**config.mk**
```make
export PLATFORM = sky130hd
export DESIGN_NAME = axis_rr_arbiter
export DESIGN_NICKNAME = d
export VERILOG_FILES = /design/src/rtl/axis_pkg.sv /design/src/rtl/axis_reg_slice.sv /design/src/rtl/axis_rr_arbiter.sv
export SDC_FILE = /design/constraint.sdc
export NUM_CORES = 1
export LEC_CHECK = 0
export CORE_MARGIN = 4
export CORE_UTILIZATION = 41
export CTS_CLUSTER_DIAMETER = 150
export CTS_CLUSTER_SIZE = 10
export DETAILED_ROUTE_END_ITERATION = 10
export GPL_TIMING_DRIVEN = 0
export PLACE_DENSITY = 0.8
export SYNTH_ARGS = -nofsm -noshare
export SYNTH_HDL_FRONTEND = slang
export SYNTH_SLANG_ARGS = --single-unit
```
**constraint.sdc**
```tcl
create_clock -name axis_aclk -period 2.86 [get_ports axis_aclk]
set_clock_uncertainty 0.15 [all_clocks]
set_input_delay 0.572 -clock axis_aclk [delete_from_list [all_inputs] [get_ports axis_aclk]]
set_output_delay 0.572 -clock axis_aclk [all_outputs]
set_load 0.05 [all_outputs]
```
**src/rtl/axis_pkg.sv**
```systemverilog
// Shared constants for the AXI-Stream arbiter and shifter blocks:
// FSM state encoding and one-hot grant encoding.
package axis_pkg;

    localparam int STATE_W = 2;
    localparam int GRANT_W = 2;

    typedef enum logic [STATE_W-1:0] {
        ST_IDLE   = 2'b00,
        ST_GRANT0 = 2'b01,
        ST_GRANT1 = 2'b10
    } arb_state_t;

    localparam logic [GRANT_W-1:0] GNT_NONE = 2'b00;
    localparam logic [GRANT_W-1:0] GNT_S00  = 2'b01;
    localparam logic [GRANT_W-1:0] GNT_S01  = 2'b10;

    function automatic logic [GRANT_W-1:0] state_to_grant(
        input arb_state_t s
    );
        case (s)
            ST_GRANT0: return GNT_S00;
            ST_GRANT1: return GNT_S01;
            default:   return GNT_NONE;
        endcase
    endfunction

endpackage

```
**src/rtl/axis_reg_slice.sv**
```systemverilog
// Single-entry AXI-Stream register stage (data/strb/last, valid/ready).
// Sustains one beat per cycle when load and unload coincide.
module axis_reg_slice #(
    parameter int DATA_W = 32,
    parameter int STRB_W = DATA_W / 8
) (
    input  logic              aclk,
    input  logic              aresetn,
    input  logic [DATA_W-1:0] s_tdata,
    input  logic [STRB_W-1:0] s_tstrb,
    input  logic              s_tlast,
    input  logic              s_tvalid,
    output logic              s_tready,
    output logic [DATA_W-1:0] m_tdata,
    output logic [STRB_W-1:0] m_tstrb,
    output logic              m_tlast,
    output logic              m_tvalid,
    input  logic              m_tready
);

    logic load;

    assign s_tready = !m_tvalid || m_tready;
    assign load     = s_tvalid && s_tready;

    always_ff @(posedge aclk or negedge aresetn) begin
        if (!aresetn) begin
            m_tdata  <= '0;
            m_tstrb  <= '0;
            m_tlast  <= 1'b0;
            m_tvalid <= 1'b0;
        end else if (load) begin
            m_tdata  <= s_tdata;
            m_tstrb  <= s_tstrb;
            m_tlast  <= s_tlast;
            m_tvalid <= 1'b1;
        end else if (m_tready) begin
            m_tvalid <= 1'b0;
        end
    end

endmodule

```
**src/rtl/axis_rr_arbiter.sv**
```systemverilog
// Two-requester packet-level round-robin arbiter feeding one registered
// AXI-Stream output; a grant is held until the granted packet's tlast.
module axis_rr_arbiter
    import axis_pkg::*;
#(
    parameter int TDATA_WIDTH = 32,
    parameter int CNT_WIDTH   = 16
) (
    input  logic                     axis_aclk,
    input  logic                     axis_aresetn,

    input  logic [TDATA_WIDTH-1:0]   s00_axis_tdata,
    input  logic [TDATA_WIDTH/8-1:0] s00_axis_tstrb,
    input  logic                     s00_axis_tlast,
    input  logic                     s00_axis_tvalid,
    output logic                     s00_axis_tready,

    input  logic [TDATA_WIDTH-1:0]   s01_axis_tdata,
    input  logic [TDATA_WIDTH/8-1:0] s01_axis_tstrb,
    input  logic                     s01_axis_tlast,
    input  logic                     s01_axis_tvalid,
    output logic                     s01_axis_tready,

    output logic [TDATA_WIDTH-1:0]   m00_axis_tdata,
    output logic [TDATA_WIDTH/8-1:0] m00_axis_tstrb,
    output logic                     m00_axis_tlast,
    output logic                     m00_axis_tvalid,
    input  logic                     m00_axis_tready,

    output logic [STATE_W-1:0]       state,
    output logic [GRANT_W-1:0]       grant,
    output logic [CNT_WIDTH-1:0]     pkt_cnt0,
    output logic [CNT_WIDTH-1:0]     pkt_cnt1
);

    localparam int STRB_W = TDATA_WIDTH / 8;

    arb_state_t             state_q;
    logic                   last_grant;
    logic                   sel0;
    logic                   sel1;
    logic [TDATA_WIDTH-1:0] mux_tdata;
    logic [STRB_W-1:0]      mux_tstrb;
    logic                   mux_tlast;
    logic                   mux_tvalid;
    logic                   slice_ready;
    logic                   accept;

    assign sel0 = (state_q == ST_GRANT0);
    assign sel1 = (state_q == ST_GRANT1);

    always_comb begin
        mux_tdata  = '0;
        mux_tstrb  = '0;
        mux_tlast  = 1'b0;
        mux_tvalid = 1'b0;
        unique case (1'b1)
            sel0: begin
                mux_tdata  = s00_axis_tdata;
                mux_tstrb  = s00_axis_tstrb;
                mux_tlast  = s00_axis_tlast;
                mux_tvalid = s00_axis_tvalid;
            end
            sel1: begin
                mux_tdata  = s01_axis_tdata;
                mux_tstrb  = s01_axis_tstrb;
                mux_tlast  = s01_axis_tlast;
                mux_tvalid = s01_axis_tvalid;
            end
            default: ;
        endcase
    end

    assign s00_axis_tready = sel0 && slice_ready;
    assign s01_axis_tready = sel1 && slice_ready;
    assign accept          = mux_tvalid && slice_ready;

    // last_grant names the requester that lost the next tie
    always_ff @(posedge axis_aclk or negedge axis_aresetn) begin
        if (!axis_aresetn) begin
            state_q    <= ST_IDLE;
            last_grant <= 1'b1;
            pkt_cnt0   <= '0;
            pkt_cnt1   <= '0;
        end else begin
            case (state_q)
                ST_IDLE: begin
                    if (s00_axis_tvalid &&
                        (!s01_axis_tvalid || last_grant)) begin
                        state_q    <= ST_GRANT0;
                        last_grant <= 1'b0;
                    end else if (s01_axis_tvalid) begin
                        state_q    <= ST_GRANT1;
                        last_grant <= 1'b1;
                    end
                end
                ST_GRANT0: begin
                    if (accept && mux_tlast) begin
                        state_q  <= ST_IDLE;
                        pkt_cnt0 <= pkt_cnt0 + CNT_WIDTH'(1);
                    end
                end
                ST_GRANT1: begin
                    if (accept && mux_tlast) begin
                        state_q  <= ST_IDLE;
                        pkt_cnt1 <= pkt_cnt1 + CNT_WIDTH'(1);
                    end
                end
                default: state_q <= ST_IDLE;
            endcase
        end
    end

    assign state = state_q;
    assign grant = state_to_grant(state_q);

    axis_reg_slice #(
        .DATA_W (TDATA_WIDTH),
        .STRB_W (STRB_W)
    ) u_out_slice (
        .aclk     (axis_aclk),
        .aresetn  (axis_aresetn),
        .s_tdata  (mux_tdata),
        .s_tstrb  (mux_tstrb),
        .s_tlast  (mux_tlast),
        .s_tvalid (mux_tvalid),
        .s_tready (slice_ready),
        .m_tdata  (m00_axis_tdata),
        .m_tstrb  (m00_axis_tstrb),
        .m_tlast  (m00_axis_tlast),
        .m_tvalid (m00_axis_tvalid),
        .m_tready (m00_axis_tready)
    );

endmodule

```
==> results by group <==
Critical path
  • CP Launch Point: state[0]
  • Crit Path Category: register to primary output
  • Critical Path Start Type: register
  • Crit-path max FO: 19
  • Arr. time, crit path: 1.99 ns
  • Critical Path RT: 2.14 ns
  • Worst reg2reg setup slack: 0.32 ns
  • RR Startpoint: state[0]
  • Critical Path Sink Type: primary output

Synthesis
  • FF+latch count, synth: 73
  • Mapped Area: 3320 um2
  • Largest cells by area after synthesis: dfrtp_1, a22oi_1, nand2_1, o21ai_0, xnor2_1
  • XOR/XNOR Fraction of Synth Area: 7.91%
  • Post-Synthesis Cells: 324
  • Post-Synth Simple-Gate Area: 15.3%
  • Complex-gate fraction of the synthesized area: 16.2%
  • YS warnings: 0
  • Yosys top cell by area: dfrtp_1
  • Post-synth top area share: 54.3%
  • Largest family of logic cells by synthesized area: compound AO/OA/AOI/OAI gates
  • Avg Inst Size Synth: 10.2 um2
  • Post-synth cell types: 32
  • Synth Area in Adders: 2.64%
  • Seq/Total Area, Yosys: 55.0%
  • Multiplexer area fraction after synthesis: 0.339%
  • Most frequent cell after synthesis: dfrtp_1
  • Syn nets: 410
  • Top FF cell, synth: dfrtp_1
  • Post-synth ARST share: 100%
  • Number of synthesized flops with an enable pin: 0
  • Post-synth top cells: dfrtp_1, nand2_1, o21ai_0

Power and ir drop
  • Leakage: 2.17 nW
  • Peak supply drop: 490 uV
  • Pwr/cell area: 794 nW/um2

Outcome
  • Status: finished clean

Timing
  • # setup viols final: 0
  • Period Utilization, post-route: 94.9%
  • Minimum clock period: 2.71 ns
  • Max-slew headroom: 51.5%
  • Slew Viols, Final: 0
  • Max Freq: 369 MHz
  • Worst Max-Slew Pin Slew: 0.725 ns
  • RSZ-0062 raised after global routing: false
  • Fin. Hold Viols: 0

Floorplanning
  • Die height: 98.0 um
  • Initial Util: 42.5%
  • Die Wd: 98.0 um
  • Die area: 9600 um2
  • Rows: 32
  • IO Count: 155
  • Core region area: 7810 um2

GRT
  • Number of global-route vias before repair: 3158
  • First-pass GRT wire length: 15900 um
  • Largest net degree at the start of global routing: 42
  • Initial antenna violation count: 0
  • Gr ovfl total: 0
  • Total global-route track usage: 20.4%

Clock network
  • CTS tree: done
  • Total clock buffers created by CTS: 9
  • CTS HTree Levels: 3
  • Clock root cell: clkbuf_8
  • Sink Count: 73
  • Max clock buf depth: 2
  • Post-CTS setup buffer count: 0
  • Clk_lat worst skew: 0.33 ns
  • Reg clk slew, reported paths: 0.08 ns

Final layout
  • Fillers: 639
  • Area of the multi-input gates: 1420 um2
  • Core Util, Final: 67.0%
  • Non-filler instance count after layout: 596
  • Syn-to-layout area delta: 57.5%
  • Reg area: 1830 um2
  • # diodes: 0
  • Layout cells sized above 1: 6.28%
  • Final #Nets: 575
  • Finished Cell Area: 5230 um2

Drt
  • Vias: 3081
  • DR DRC count: 0
  • DR WL/cell: 15.9 um
  • Vias per cell: 5.17
  • Drt first pass iters: 4
  • Routed Antenna Nets: 0
  • WL final: 9500 um
  • DRT iter0 DRCs: 103

Place
  • # port buffers: 154
  • Detail Placement HPWL: 7280 um
  • Cell Area, Placed: 5010 um2
  • Placed insts: 581
  • GPL Wtd Cong: 0.830

Job
  • MaxCap Viol Count: 0

Worst hold path
  • Worst hold path class: primary input to async pin
-- registers in the layout, summed over array words and instances, names as in the netlist --
register	count
state	2
u_out_slice.m_tlast	1
last_grant	1
pkt_cnt0	16
u_out_slice.m_tstrb	4
u_out_slice.m_tvalid	1
u_out_slice.m_tdata	32
pkt_cnt1	16
-- timing repair --
item | CTS | global route
gates resized for setup | 14 | 4
hold buffers | 0 | 0
pin swaps | 0 | 0
gates cloned | 0 | 0
endpoints found under the hold margin | 0 | 0
endpoints found under the setup margin | 2 | 12
-- metal layers --
metal  vias to the layer above  wire length, um  GRT usage [%]
met1                      1463             4120           26.9
met5                         -                0              0
met2                       120             4480           31.9
li1                       1484                -              -
met4                         0              160           7.56
met3                        14              745           6.00
-- path summary, 6_finish.rpt --
path,endpoint,cells after the start
min,pkt_cnt0[8],1
max reg2reg,pkt_cnt1[9],8
max in group asynchronous,u_out_slice.m_tdata[27],2
max,s01_axis_tready,5
min reg2reg,pkt_cnt1[15],1
min in group axis_aclk,pkt_cnt1[15],1
-- worst max-delay path: stages, from the launching register on --
cell	delay (ns)
dfrtp_1	0.42
inv_1	0.15
ha_1	0.25
clkbuf_4	0.30
and2_1	0.16
clkdlybuf4s15_2	0.36
-- final cells by class --
| class | count | area share [%] |
|---|---|---|
| buffer | 18 | 1.53 |
| clock buffer | 13 | 3.42 |
| clock inverter | 3 | 0.431 |
| inverter | 4 | 0.287 |
| multi-input combinational | 228 | 27.1 |
| sequential | 73 | 35.0 |
| tap | 102 | 2.44 |
| timing repair buffer | 155 | 29.8 |
-- placed cells by master (no fill, tap or decap), drive strengths merged, types with 7 or more instances in the layout --
cell           Yosys  final
a22oi             37     37
clkbuf            17     30
clkdlybuf4s50      0    151
dfrtp             72     72
ha                 7      7
nand2             57     57
nand3             12     12
nand4              8      8
nor4               7      7
o21ai             40     40
xnor2             20     20
xor2              10     10
-- where the power goes --
part	switching, mW	internal (mW)
Sequential	0.132	1.23
Clock	0.378	0.410
Combinational	1.32	0.691
-- through the flow --
stage	setup TNS (ns)	hold slack (ns)	total power, mW	worst slack [ns]
4_1_cts	0	0.0125	4.20	0.0265
3_5_place_dp	-3.02	0.320	3.40	-0.552
2_1_floorplan	0	0.126	2.64	0.122
5_1_grt	0	0.0265	4.40	0.00423
6_report	0	0.0146	4.15	0.147
3_3_place_gp	-107.38	0.310	3.34	-1.46
-- logic make-up after synthesis --
kind of cell,count (synthesis)
AO/OA/AOI/OAI,85
multiplexers,1
AND/OR/NAND/NOR,105
flip-flops,73
buffers and inverters,23
adder cells (fa/ha/maj),7
XOR/XNOR,30
Power figures use the tool's default switching activity.
